## src/rtl/commit_unit_mw_pkg.sv

```systemverilog
`default_nettype none
// ============================================================================
// commit_unit_mw_pkg : instruction ids, widths and FSM encoding for commit
// Revision: 1.0
// ============================================================================
package commit_unit_mw_pkg;

    localparam int InstrIdWidth = 6;
    localparam int AddrWidth    = 32;
    localparam int InstrBytes   = 4;

    localparam logic TRUE  = 1'b1;
    localparam logic FALSE = 1'b0;
    localparam logic ZERO  = 1'b0;

    // Ids are ordered so every class is a contiguous range
    localparam logic [InstrIdWidth-1:0] LB    = 6'd0;
    localparam logic [InstrIdWidth-1:0] LH    = 6'd1;
    localparam logic [InstrIdWidth-1:0] LW    = 6'd2;
    localparam logic [InstrIdWidth-1:0] LBU   = 6'd3;
    localparam logic [InstrIdWidth-1:0] LHU   = 6'd4;
    localparam logic [InstrIdWidth-1:0] SB    = 6'd5;
    localparam logic [InstrIdWidth-1:0] SH    = 6'd6;
    localparam logic [InstrIdWidth-1:0] SW    = 6'd7;
    localparam logic [InstrIdWidth-1:0] LUI   = 6'd8;
    localparam logic [InstrIdWidth-1:0] AUIPC = 6'd9;
    localparam logic [InstrIdWidth-1:0] JAL   = 6'd10;
    localparam logic [InstrIdWidth-1:0] JALR  = 6'd11;
    localparam logic [InstrIdWidth-1:0] BEQ   = 6'd12;
    localparam logic [InstrIdWidth-1:0] BNE   = 6'd13;
    localparam logic [InstrIdWidth-1:0] BLT   = 6'd14;
    localparam logic [InstrIdWidth-1:0] BGE   = 6'd15;
    localparam logic [InstrIdWidth-1:0] BLTU  = 6'd16;
    localparam logic [InstrIdWidth-1:0] BGEU  = 6'd17;
    localparam logic [InstrIdWidth-1:0] ADDI  = 6'd18;
    localparam logic [InstrIdWidth-1:0] AND   = 6'd36;

    typedef enum logic [0:0] {
        IDLE  = 1'b0,
        FLUSH = 1'b1
    } state_t;

    function automatic logic id_in(input logic [InstrIdWidth-1:0] id,
                                   input logic [InstrIdWidth-1:0] lo,
                                   input logic [InstrIdWidth-1:0] hi);
        return (id >= lo) && (id <= hi);
    endfunction

endpackage
`default_nettype wire

```

## src/rtl/commit_lane_decode.sv

```systemverilog
`default_nettype none
// ============================================================================
// commit_lane_decode : combinational classifier for one ROB-head lane
// Revision: 1.0
// ============================================================================
module commit_lane_decode
    import commit_unit_mw_pkg::*;
(
    input  logic [InstrIdWidth-1:0] instr_id,
    input  logic                    jump_en,
    input  logic                    bp,
    input  logic [AddrWidth-1:0]    jump_a,
    input  logic [AddrWidth-1:0]    pc,
    output logic                    wr_reg,
    output logic                    is_ctrl,
    output logic                    is_cond,
    output logic                    is_store,
    output logic                    mispred,
    output logic [AddrWidth-1:0]    target
);

    assign wr_reg   = (instr_id <= LHU) || id_in(instr_id, LUI, JALR) || (instr_id >= ADDI);
    assign is_ctrl  = id_in(instr_id, JAL, BGEU);
    assign is_cond  = is_ctrl && (instr_id >= BEQ);
    assign is_store = id_in(instr_id, SB, SW);
    assign mispred  = is_ctrl && (bp != jump_en);

    // Predicted taken but fell through: resume at the sequential successor
    assign target   = bp ? (pc + AddrWidth'(InstrBytes)) : jump_a;

endmodule
`default_nettype wire

```

## src/rtl/commit_unit_mw.sv

```systemverilog
`default_nettype none
// ============================================================================
// commit_unit_mw : multi-width in-order retire with hazard-limited groups
// Revision: 1.0
// ============================================================================
module commit_unit_mw
    import commit_unit_mw_pkg::*;
#(
    parameter int COMMIT_WIDTH = 2,
    parameter int FLUSH_CYCLES = 1,
    parameter int CNT_WIDTH    = 32
) (
    input  logic                                   clk_in,
    input  logic                                   rst_in,
    input  logic                                   rdy_in,
    input  logic [COMMIT_WIDTH-1:0]                rob_valid_in,
    input  logic [COMMIT_WIDTH*InstrIdWidth-1:0]   instr_id_in,
    input  logic [COMMIT_WIDTH-1:0]                jump_en_in,
    input  logic [COMMIT_WIDTH-1:0]                bp_in,
    input  logic [COMMIT_WIDTH*AddrWidth-1:0]      jump_a_in,
    input  logic [COMMIT_WIDTH*AddrWidth-1:0]      pc_in,
    output logic [$clog2(COMMIT_WIDTH+1)-1:0]      rob_pop_cnt_out,
    output logic [COMMIT_WIDTH-1:0]                commit_to_regfile_en_out,
    output logic                                   commit_to_lsb_w_en_out,
    output logic                                   commit_to_pc_en_out,
    output logic [AddrWidth-1:0]                   commit_to_pc_out,
    output logic                                   commit_to_if_en_out,
    output logic [AddrWidth-1:0]                   commit_to_if_pc_out,
    output logic                                   commit_to_if_bpres_out,
    output logic                                   clear_branch_out,
    output logic [CNT_WIDTH-1:0]                   perf_commit_cnt_out,
    output logic [CNT_WIDTH-1:0]                   perf_branch_cnt_out,
    output logic [CNT_WIDTH-1:0]                   perf_mispred_cnt_out
);

    localparam int PopW      = $clog2(COMMIT_WIDTH + 1);
    localparam int FlushCntW = 3;

    logic [COMMIT_WIDTH-1:0] wr_reg_v;
    logic [COMMIT_WIDTH-1:0] is_ctrl_v;
    logic [COMMIT_WIDTH-1:0] is_cond_v;
    logic [COMMIT_WIDTH-1:0] is_store_v;
    logic [COMMIT_WIDTH-1:0] mispred_v;
    logic [AddrWidth-1:0]    target_v [COMMIT_WIDTH];

    genvar k;
    generate
        for (k = 0; k < COMMIT_WIDTH; k++) begin : g_lane
            commit_lane_decode u_dec (
                .instr_id (instr_id_in[k*InstrIdWidth +: InstrIdWidth]),
                .jump_en  (jump_en_in[k]),
                .bp       (bp_in[k]),
                .jump_a   (jump_a_in[k*AddrWidth +: AddrWidth]),
                .pc       (pc_in[k*AddrWidth +: AddrWidth]),
                .wr_reg   (wr_reg_v[k]),
                .is_ctrl  (is_ctrl_v[k]),
                .is_cond  (is_cond_v[k]),
                .is_store (is_store_v[k]),
                .mispred  (mispred_v[k]),
                .target   (target_v[k])
            );
        end
    endgenerate

    state_t                 state, state_nxt;
    logic [FlushCntW-1:0]   flush_cnt, flush_cnt_nxt;

    logic [COMMIT_WIDTH-1:0] take;
    logic [PopW-1:0]         pop;
    logic                    stop;
    logic                    store_seen;

    // Contiguous prefix of valid lanes, cut after a control op or before a 2nd store
    always_comb begin
        take       = '0;
        pop        = '0;
        stop       = FALSE;
        store_seen = FALSE;
        if (state == IDLE && rdy_in) begin
            for (int i = 0; i < COMMIT_WIDTH; i++) begin
                if (!stop) begin
                    if (!rob_valid_in[i] || (is_store_v[i] && store_seen)) begin
                        stop = TRUE;
                    end else begin
                        take[i]    = TRUE;
                        pop        = PopW'(i + 1);
                        store_seen = store_seen | is_store_v[i];
                        if (is_ctrl_v[i]) begin
                            stop = TRUE;
                        end
                    end
                end
            end
        end
    end

    assign rob_pop_cnt_out = pop;

    logic                 redirect;
    logic [AddrWidth-1:0] redirect_pc;
    logic                 upd;
    logic [AddrWidth-1:0] upd_pc;
    logic                 upd_res;
    logic                 st_rel;

    always_comb begin
        redirect    = FALSE;
        redirect_pc = '0;
        upd         = FALSE;
        upd_pc      = '0;
        upd_res     = FALSE;
        st_rel      = FALSE;
        for (int i = 0; i < COMMIT_WIDTH; i++) begin
            if (take[i]) begin
                if (mispred_v[i]) begin
                    redirect    = TRUE;
                    redirect_pc = target_v[i];
                end
                if (is_cond_v[i]) begin
                    upd     = TRUE;
                    upd_pc  = pc_in[i*AddrWidth +: AddrWidth];
                    upd_res = jump_en_in[i];
                end
                if (is_store_v[i]) begin
                    st_rel = TRUE;
                end
            end
        end
    end

    always_comb begin
        state_nxt     = state;
        flush_cnt_nxt = flush_cnt;
        case (state)
            IDLE: begin
                if (redirect) begin
                    state_nxt     = FLUSH;
                    flush_cnt_nxt = FlushCntW'(FLUSH_CYCLES - 1);
                end
            end
            FLUSH: begin
                if (rdy_in) begin
                    if (flush_cnt == '0) begin
                        state_nxt = IDLE;
                    end else begin
                        flush_cnt_nxt = flush_cnt - 1'b1;
                    end
                end
            end
            default: state_nxt = IDLE;
        endcase
    end

    always_ff @(posedge clk_in or negedge rst_in) begin
        if (!rst_in) begin
            state     <= IDLE;
            flush_cnt <= '0;
        end else begin
            state     <= state_nxt;
            flush_cnt <= flush_cnt_nxt;
        end
    end

    assign clear_branch_out = (state == FLUSH);

    always_ff @(posedge clk_in or negedge rst_in) begin
        if (!rst_in) begin
            commit_to_regfile_en_out <= '0;
            commit_to_lsb_w_en_out   <= ZERO;
            commit_to_pc_en_out      <= ZERO;
            commit_to_pc_out         <= '0;
            commit_to_if_en_out      <= ZERO;
            commit_to_if_pc_out      <= '0;
            commit_to_if_bpres_out   <= ZERO;
            perf_commit_cnt_out      <= '0;
            perf_branch_cnt_out      <= '0;
            perf_mispred_cnt_out     <= '0;
        end else begin
            commit_to_regfile_en_out <= take & wr_reg_v;
            commit_to_lsb_w_en_out   <= st_rel;
            commit_to_pc_en_out      <= redirect;
            commit_to_pc_out         <= redirect_pc;
            commit_to_if_en_out      <= upd;
            commit_to_if_pc_out      <= upd_pc;
            commit_to_if_bpres_out   <= upd_res;
            // take is empty when stalled or flushing, so these hold naturally
            perf_commit_cnt_out      <= perf_commit_cnt_out + CNT_WIDTH'(pop);
            perf_branch_cnt_out      <= perf_branch_cnt_out + CNT_WIDTH'(upd);
            perf_mispred_cnt_out     <= perf_mispred_cnt_out + CNT_WIDTH'(redirect);
        end
    end

endmodule
`default_nettype wire

```

## config.mk

```make
export PLATFORM = sky130hd
export DESIGN_NAME = commit_unit_mw
export DESIGN_NICKNAME = d
export VERILOG_FILES = /design/src/rtl/commit_unit_mw_pkg.sv /design/src/rtl/commit_lane_decode.sv /design/src/rtl/commit_unit_mw.sv
export SDC_FILE = /design/constraint.sdc
export NUM_CORES = 1
export LEC_CHECK = 0
export CORE_ASPECT_RATIO = 1.25
export CORE_MARGIN = 2
export CORE_UTILIZATION = 46
export DETAILED_ROUTE_END_ITERATION = 12
export GPL_TIMING_DRIVEN = 0
export PLACE_DENSITY_LB_ADDON = 0.1
export SLEW_MARGIN = 20
export SYNTH_ARGS = -nofsm -noshare
export SYNTH_HDL_FRONTEND = slang
export SYNTH_SLANG_ARGS = --single-unit
```

## constraint.sdc

```tcl
create_clock -name clk_in -period 4 [get_ports clk_in]
set_clock_uncertainty 0.2 [all_clocks]
set_input_delay 1 -clock clk_in [delete_from_list [all_inputs] [get_ports clk_in]]
set_output_delay 1 -clock clk_in [all_outputs]
set_load 0.1 [all_outputs]
```

==> impl_metrics.py, run 1 <==
metrics = {
    "flow_run": {
        "maxCapViolCount": 0,
    },
    "timing": {
        "worst_slack_ps": 132,
        "finalCritPeriodShare_pct": 96.7,
        "setup_viol": 0,
        "tightest_slew_ps": 1080,
        "hold_viol": 0,
        "slew_headroom_pct": 27.7,
        "timing.fmax_ghz": 0.259,
        "fin_hold_ws_ps": 266,
        "period_minus_slack_ps": 3870,
        "rsz0062_at_grt": "false",
        "slew_viol_final": 0,
    },
    "setup_path": {
        "worstSetupStartpointType": "input port",
        "critPathMaxFanout": 5,
        "cp.arrival_ps": 2670,
        "end_kind": "primary output",
        "crit_type": "input port to primary output",
        "worstPathRequired_ps": 2800,
    },
    "placement": {
        "pre_cts_ws_ps": -1390,
        "port_buffers": 314,
        "place_congestion": 0.961,
        "dpl.hpwl_mm": 23.3,
        "dpl_cell_area_um2": 12600,
    },
    "clock_tree": {
        "htreeDepth": 4,
        "cts_tree": "done",
        "clock_sinks": 170,
        "clk_latency_ps": 430,
        "cts_inserted_buffers": 17,
        "clk_pin_slew_worst_paths_ps": 70,
        "cts_root_buffer": "clkbuf_16",
        "holdBufCountCts": 0,
        "clockBufferDepth": 2,
    },
    "layout": {
        "drive_above_1_share_pct": 9.87,
        "final_common_cell": "clkdlybuf4s50_1",
        "multi_input_area_um2": 4670,
        "final_cell_mix": "clkdlybuf4s50_1 (307), dfrtp_1 (170), nor2_1 (82), xnor2_1 (76), nand2_1 (64)",
        "num-nets-final": 1413,
        "fill_cells": 1509,
        "area_delta_synth_final_pct": 49.8,
        "fin_area_um2": 13500,
        "regArea_um2": 4250,
    },
    "yosys": {
        "syn_area_per_cell_um2": 9.93,
        "syn_area_um2": 8980,
        "syn_inst": 904,
        "synthDistinctLibCells": 62,
        "async_flop_share_pct": 100,
        "synth_ff_type": "dfrtp_1",
        "synth_nets": 1064,
        "synth-edff-count": 0,
        "ys_ff_latch": 170,
        "ys_warn_count": 0,
        "seq_area_frac_synth_pct": 47.4,
    },
    "power_and_ir_drop": {
        "p_leak_uw": 0.00561,
        "ir_drop_v": 0.000294,
        "power.density_nw_per_um2": 360,
        "power_uw": 4840,
    },
    "floorplanning": {
        "start_util_pct": 46.5,
        "die_h_um": 160,
        "rows": 57,
        "die_area_um2": 20700,
        "placeableCoreArea_um2": 19300,
        "die_w_um": 129,
        "io_pins": 318,
    },
    "global_routing": {
        "grt_pass1_wl_mm": 47.1,
        "grt_start_max_net_pins": 93,
        "grt_usage_pct": 29.8,
        "grt_pass1_vias": 8473,
        "gr-total-overflow": 0,
        "antenna_found_initial": 0,
    },
    "worst_hold_path": {
        "hp-class": "flip-flop to flip-flop",
    },
    "route": {
        "drt-total-wl_mm": 30.9,
        "avgViaCountPerCell": 5.70,
        "wl_per_cell_um": 20.2,
        "dr.pass1.iters": 5,
        "vias": 8736,
        "drc": 0,
        "drt_iter0_markers": 713,
        "detail-route-antenna-nets": 0,
    },
    "status": {
        "status": "completed",
    },
}
==> state kept, by name (all words and copies together) (netlist names) <==
name                      cells
perf_commit_cnt_out          32
commit_to_if_bpres_out        1
commit_to_if_pc_out          32
commit_to_regfile_en_out      2
clear_branch_out              1
flush_cnt                     3
commit_to_if_en_out           1
commit_to_pc_out             32
perf_mispred_cnt_out         32
commit_to_pc_en_out           1
perf_branch_cnt_out          32
commit_to_lsb_w_en_out        1
==> cell usage after synthesis, drive strengths merged, types with 7 or more instances <==
master | instances | area, um^2
xnor2 | 76 | 666
or4 | 16 | 124
a21oi | 30 | 150
a31oi | 10 | 62.6
inv | 21 | 78.8
o22ai | 11 | 75.1
nor2 | 86 | 323
nand2b | 7 | 43.8
dfrtp | 170 | 4250
ha | 10 | 125
o21ai | 7 | 35.0
nand2 | 66 | 248
nand3 | 52 | 265
and2 | 7 | 43.8
mux2i | 9 | 90.1
nor3 | 19 | 95.1
o31a | 8 | 70.1
nor4 | 16 | 100
nand4 | 42 | 288
clkbuf | 23 | 88.8
a22o | 44 | 385
xor2 | 39 | 342
and4 | 11 | 96.3
o31ai | 18 | 135
or3 | 8 | 50.1
buf | 16 | 85.1
and3 | 25 | 158
==> worst max-delay path: stages <==
cell and delay (ps):
dlygate4sd2_1 280, or4b_4 560, o21a_4 160, o221a_4 280, nand2b_4 90, clkinvlp_4 120, buf_12 180
==> repair_timing <==
item | 4_1_cts | 5_1_grt
pin swaps | 7 | 4
buffers inserted | 13 | 3
setup endpoints to repair | 49 | 22
resized for setup | 41 | 3
==> cell families (layout without fill, tap and decap cells) <==
| logic type | Yosys count | count (layout) | synth area share, % |
|---|---|---|---|
| simple gates | 372 | 372 | 22.0 |
| flops | 170 | 170 | 47.4 |
| compound gates | 165 | 165 | 13.7 |
| xor+xnor | 115 | 115 | 11.2 |
| buf+inv | 60 | 422 | 2.81 |
| fa+ha+maj | 11 | 11 | 1.62 |
| mux | 11 | 11 | 1.25 |
| other cells | 0 | 1 | 0 |
==> where the power goes <==
group	internal, uW	total [uW]	leakage (uW)	switching, uW
Clock	965	1720	0.000300	750
Combinational	388	1250	0.00296	859
Sequential	1790	1880	0.00235	85.6
==> stage by stage <==
stage	cells	util, %	setup TNS [ps]
finish	1532	69.6	0
global placement	1483	65.1	-964880
global route	1531	69.6	0
detailed placement	1484	65.3	-53610
floorplan	904	-	-1420
CTS	1528	69.4	0
==> cell type report <==
cell class | count | area share, %
multi-input cells | 674 | 34.7
flip-flops and latches | 170 | 31.6
repair buffers | 331 | 24.6
clock buffers | 18 | 3.26
well taps | 265 | 2.46
plain buffers | 38 | 1.39
clock inverters | 14 | 1.33
inverters | 21 | 0.614
diodes | 1 | 0.0186
==> final timing paths <==
check | cells past startpoint | to | from | slack [ps]
max | 7 | rob_pop_cnt_out[1] | instr_id_in[3] | 130
min | 1 | perf_commit_cnt_out[31]$_DFF_PN0_ | perf_commit_cnt_out[31]$_DFF_PN0_ | 270
max reg2reg | 11 | perf_branch_cnt_out[26]$_DFF_PN0_ | clear_branch_out$_DFF_PN0_ | 1040
min reg2reg | 1 | perf_commit_cnt_out[31]$_DFF_PN0_ | perf_commit_cnt_out[31]$_DFF_PN0_ | 270
max in group asynchronous | 2 | flush_cnt[0]$_DFFE_PN0P_ | rst_in | 2350
min in group asynchronous | 1 | perf_mispred_cnt_out[14]$_DFF_PN0_ | rst_in | 320
==> layer usage <==
metal | GRT usage, % | part of all wire [%]
met1 | 36.1 | 38
met2 | 50.5 | 50
met3 | 6.10 | 7.6
met4 | 13.7 | 4.7
met5 | 0 | 0
Note: power is estimated with default switching activity, not from simulation.
==> inputs of run 2 (changes only) <==
--- a/config.mk
+++ b/config.mk
@@ -10,6 +10,7 @@
 export CORE_UTILIZATION = 46
 export DETAILED_ROUTE_END_ITERATION = 12
 export GPL_TIMING_DRIVEN = 0
+export MAX_ROUTING_LAYER = met4
 export PLACE_DENSITY_LB_ADDON = 0.1
 export SLEW_MARGIN = 20
 export SYNTH_ARGS = -nofsm -noshare
==> impl_metrics.py, run 2 (same netlist as run 1, synthesis figures left out) <==
metrics = {
    "power_and_ir_drop": {
        "p_clk_share_pct": 34.6,
        "ir_drop_v": 0.000282,
        "seq_power_share_pct": 39.3,
        "p_int_uw": 3070,
        "p_leak_uw": 0.00559,
        "power.density_nw_per_um2": 355,
        "power_switching_uw": 1700,
        "switching_share_pct": 35.5,
        "comb_power_share_pct": 26.1,
        "power_uw": 4770,
    },
    "worst_hold_path": {
        "hold_path_depth": 1,
        "min_to": "perf_commit_cnt_out[31]$_DFF_PN0_",
        "hp-start": "perf_commit_cnt_out[31]$_DFF_PN0_",
        "hp-class": "flip-flop to flip-flop",
    },
    "route": {
        "detail-route-antenna-nets": 0,
        "drt-total-wl_mm": 30.6,
        "drc": 0,
        "drt_iter0_markers": 684,
        "avgViaCountPerCell": 5.70,
        "vias": 8694,
        "wl_per_cell_um": 20.1,
        "dr.pass1.iters": 5,
    },
    "global_routing": {
        "grt_pass1_wl_mm": 46.7,
        "grt_usage_pct": 30.4,
        "gr-total-overflow": 0,
        "grt_pass1_vias": 8568,
        "antenna_found_initial": 1,
        "grt_start_max_net_pins": 98,
    },
    "setup_path": {
        "worstSetupStartpointType": "input port",
        "regToRegEndpoint": "perf_mispred_cnt_out[29]$_DFF_PN0_",
        "crit_type": "input port to primary output",
        "worstPathRequired_ps": 2800,
        "reg2reg_depth": 11,
        "critPathMaxFanout": 6,
        "cp.arrival_ps": 2720,
        "end_kind": "primary output",
        "timing.rr.start": "clear_branch_out$_DFF_PN0_",
        "r2r_slack_ps": 760,
    },
    "flow_run": {
        "maxCapViolCount": 0,
    },
    "floorplanning": {
        "die_h_um": 160,
        "die_area_um2": 20700,
        "rows": 57,
        "start_util_pct": 46.5,
        "die_w_um": 129,
        "io_pins": 318,
        "placeableCoreArea_um2": 19300,
    },
    "layout": {
        "final_common_cell": "clkdlybuf4s50_1",
        "num-nets-final": 1407,
        "drive_above_1_share_pct": 9.52,
        "fill_cells": 1518,
        "final_cell_mix": "clkdlybuf4s50_1 (307), dfrtp_1 (170), nor2_1 (81), xnor2_1 (76), nand2_1 (64)",
        "area_delta_synth_final_pct": 49.4,
        "utilization_pct": 69.4,
    },
    "clock_tree": {
        "clockBufferDepth": 2,
        "clk_pin_slew_worst_paths_ps": 70,
        "clk_latency_ps": 420,
        "cts_inserted_buffers": 17,
        "clock_sinks": 170,
        "htreeDepth": 4,
        "cts_tree": "done",
        "cts_root_buffer": "clkbuf_16",
    },
    "timing": {
        "slew_viol_final": 0,
        "period_minus_slack_ps": 3920,
        "finalCritPeriodShare_pct": 98.1,
        "hold_viol": 0,
        "tightest_slew_ps": 1090,
        "timing.fmax_ghz": 0.255,
        "setup_viol": 0,
        "slew_headroom_pct": 27.2,
    },
    "status": {
        "status": "completed",
    },
    "placement": {
        "place_congestion": 0.974,
        "dpl.hpwl_mm": 23.3,
        "port_buffers": 314,
    },
}
[run 2: metal layers]
metal / up-vias / wire length, um / part of all wire, % / global-route usage [%]
met1: 4171 / 11700 / 38 / 36.6
met2: 436 / 15400 / 50 / 50.1
li1: 4001 / - / - / -
met5: - / 0 / 0 / -
met4: 0 / 1230 / 4.0 / 12.1
met3: 86 / 2300 / 7.5 / 5.63
[run 2: metrics by stage]
step,area [um^2],setup slack [ps],setup TNS [ps],cells,hold WS (ps)
5_1_grt,13400,-14.6,-37.2,1526,276
6_report,13400,76.2,0,1526,266
3_5_place_dp,12600,-1330,-51120,1484,256
4_1_cts,13400,-0.169,-0.169,1526,270
2_1_floorplan,9100,-134,-1420,904,256
3_3_place_gp,12600,-5300,-962740,1483,257
[run 2: area by class of cell]
type	count	area, um^2	share of cell area, %
Multi-Input combinational cell	674	4690	34.9
Tap cell	265	332	2.47
Sequential cell	170	4250	31.7
Inverter	21	82.6	0.616
Timing Repair Buffer	326	3270	24.4
Clock buffer	18	439	3.27
Clock inverter	14	155	1.16
Antenna cell	1	2.50	0.0187
Buffer	37	189	1.41
[run 2: worst max path at each step]
stage / from / to / cells past startpoint
5_1_grt: rdy_in / perf_mispred_cnt_out[26]$_DFF_PN0_ / 12
3_3_place_gp: rst_in / commit_to_if_pc_out[3]$_DFF_PN0_ / 1
6_report: instr_id_in[3] / rob_pop_cnt_out[1] / 7
4_1_cts: instr_id_in[7] / perf_mispred_cnt_out[31]$_DFF_PN0_ / 13
3_5_place_dp: instr_id_in[3] / perf_mispred_cnt_out[31]$_DFF_PN0_ / 13
2_1_floorplan: instr_id_in[2] / perf_commit_cnt_out[15]$_DFF_PN0_ / 11
[run 2: timing repair]
| item | in CTS | in global routing |
|---|---|---|
| resized for setup | 44 | 5 |
| endpoints found under the setup margin | 49 | 30 |
| hold buffers | 0 | 0 |
| setup buffers | 11 | 0 |
| pin swaps | 9 | 1 |
[run 2: power by group through the flow]
stage | Sequential [uW] | Combinational (uW) | Clock [uW]
2_1_floorplan | 2420 | 233 | 0
6_report | 1870 | 1240 | 1650
3_3_place_gp | 1900 | 1210 | 0
5_1_grt | 1890 | 1300 | 1740
3_5_place_dp | 1900 | 1220 | 0
4_1_cts | 1870 | 1240 | 1680
[run 2: worst max-delay path, stage by stage]
cell           delay, ps
dlygate4sd2_1        280
or4b_4               550
o21a_4               150
o221a_4              310
nand2b_4             100
clkinvlp_4           130
buf_12               190
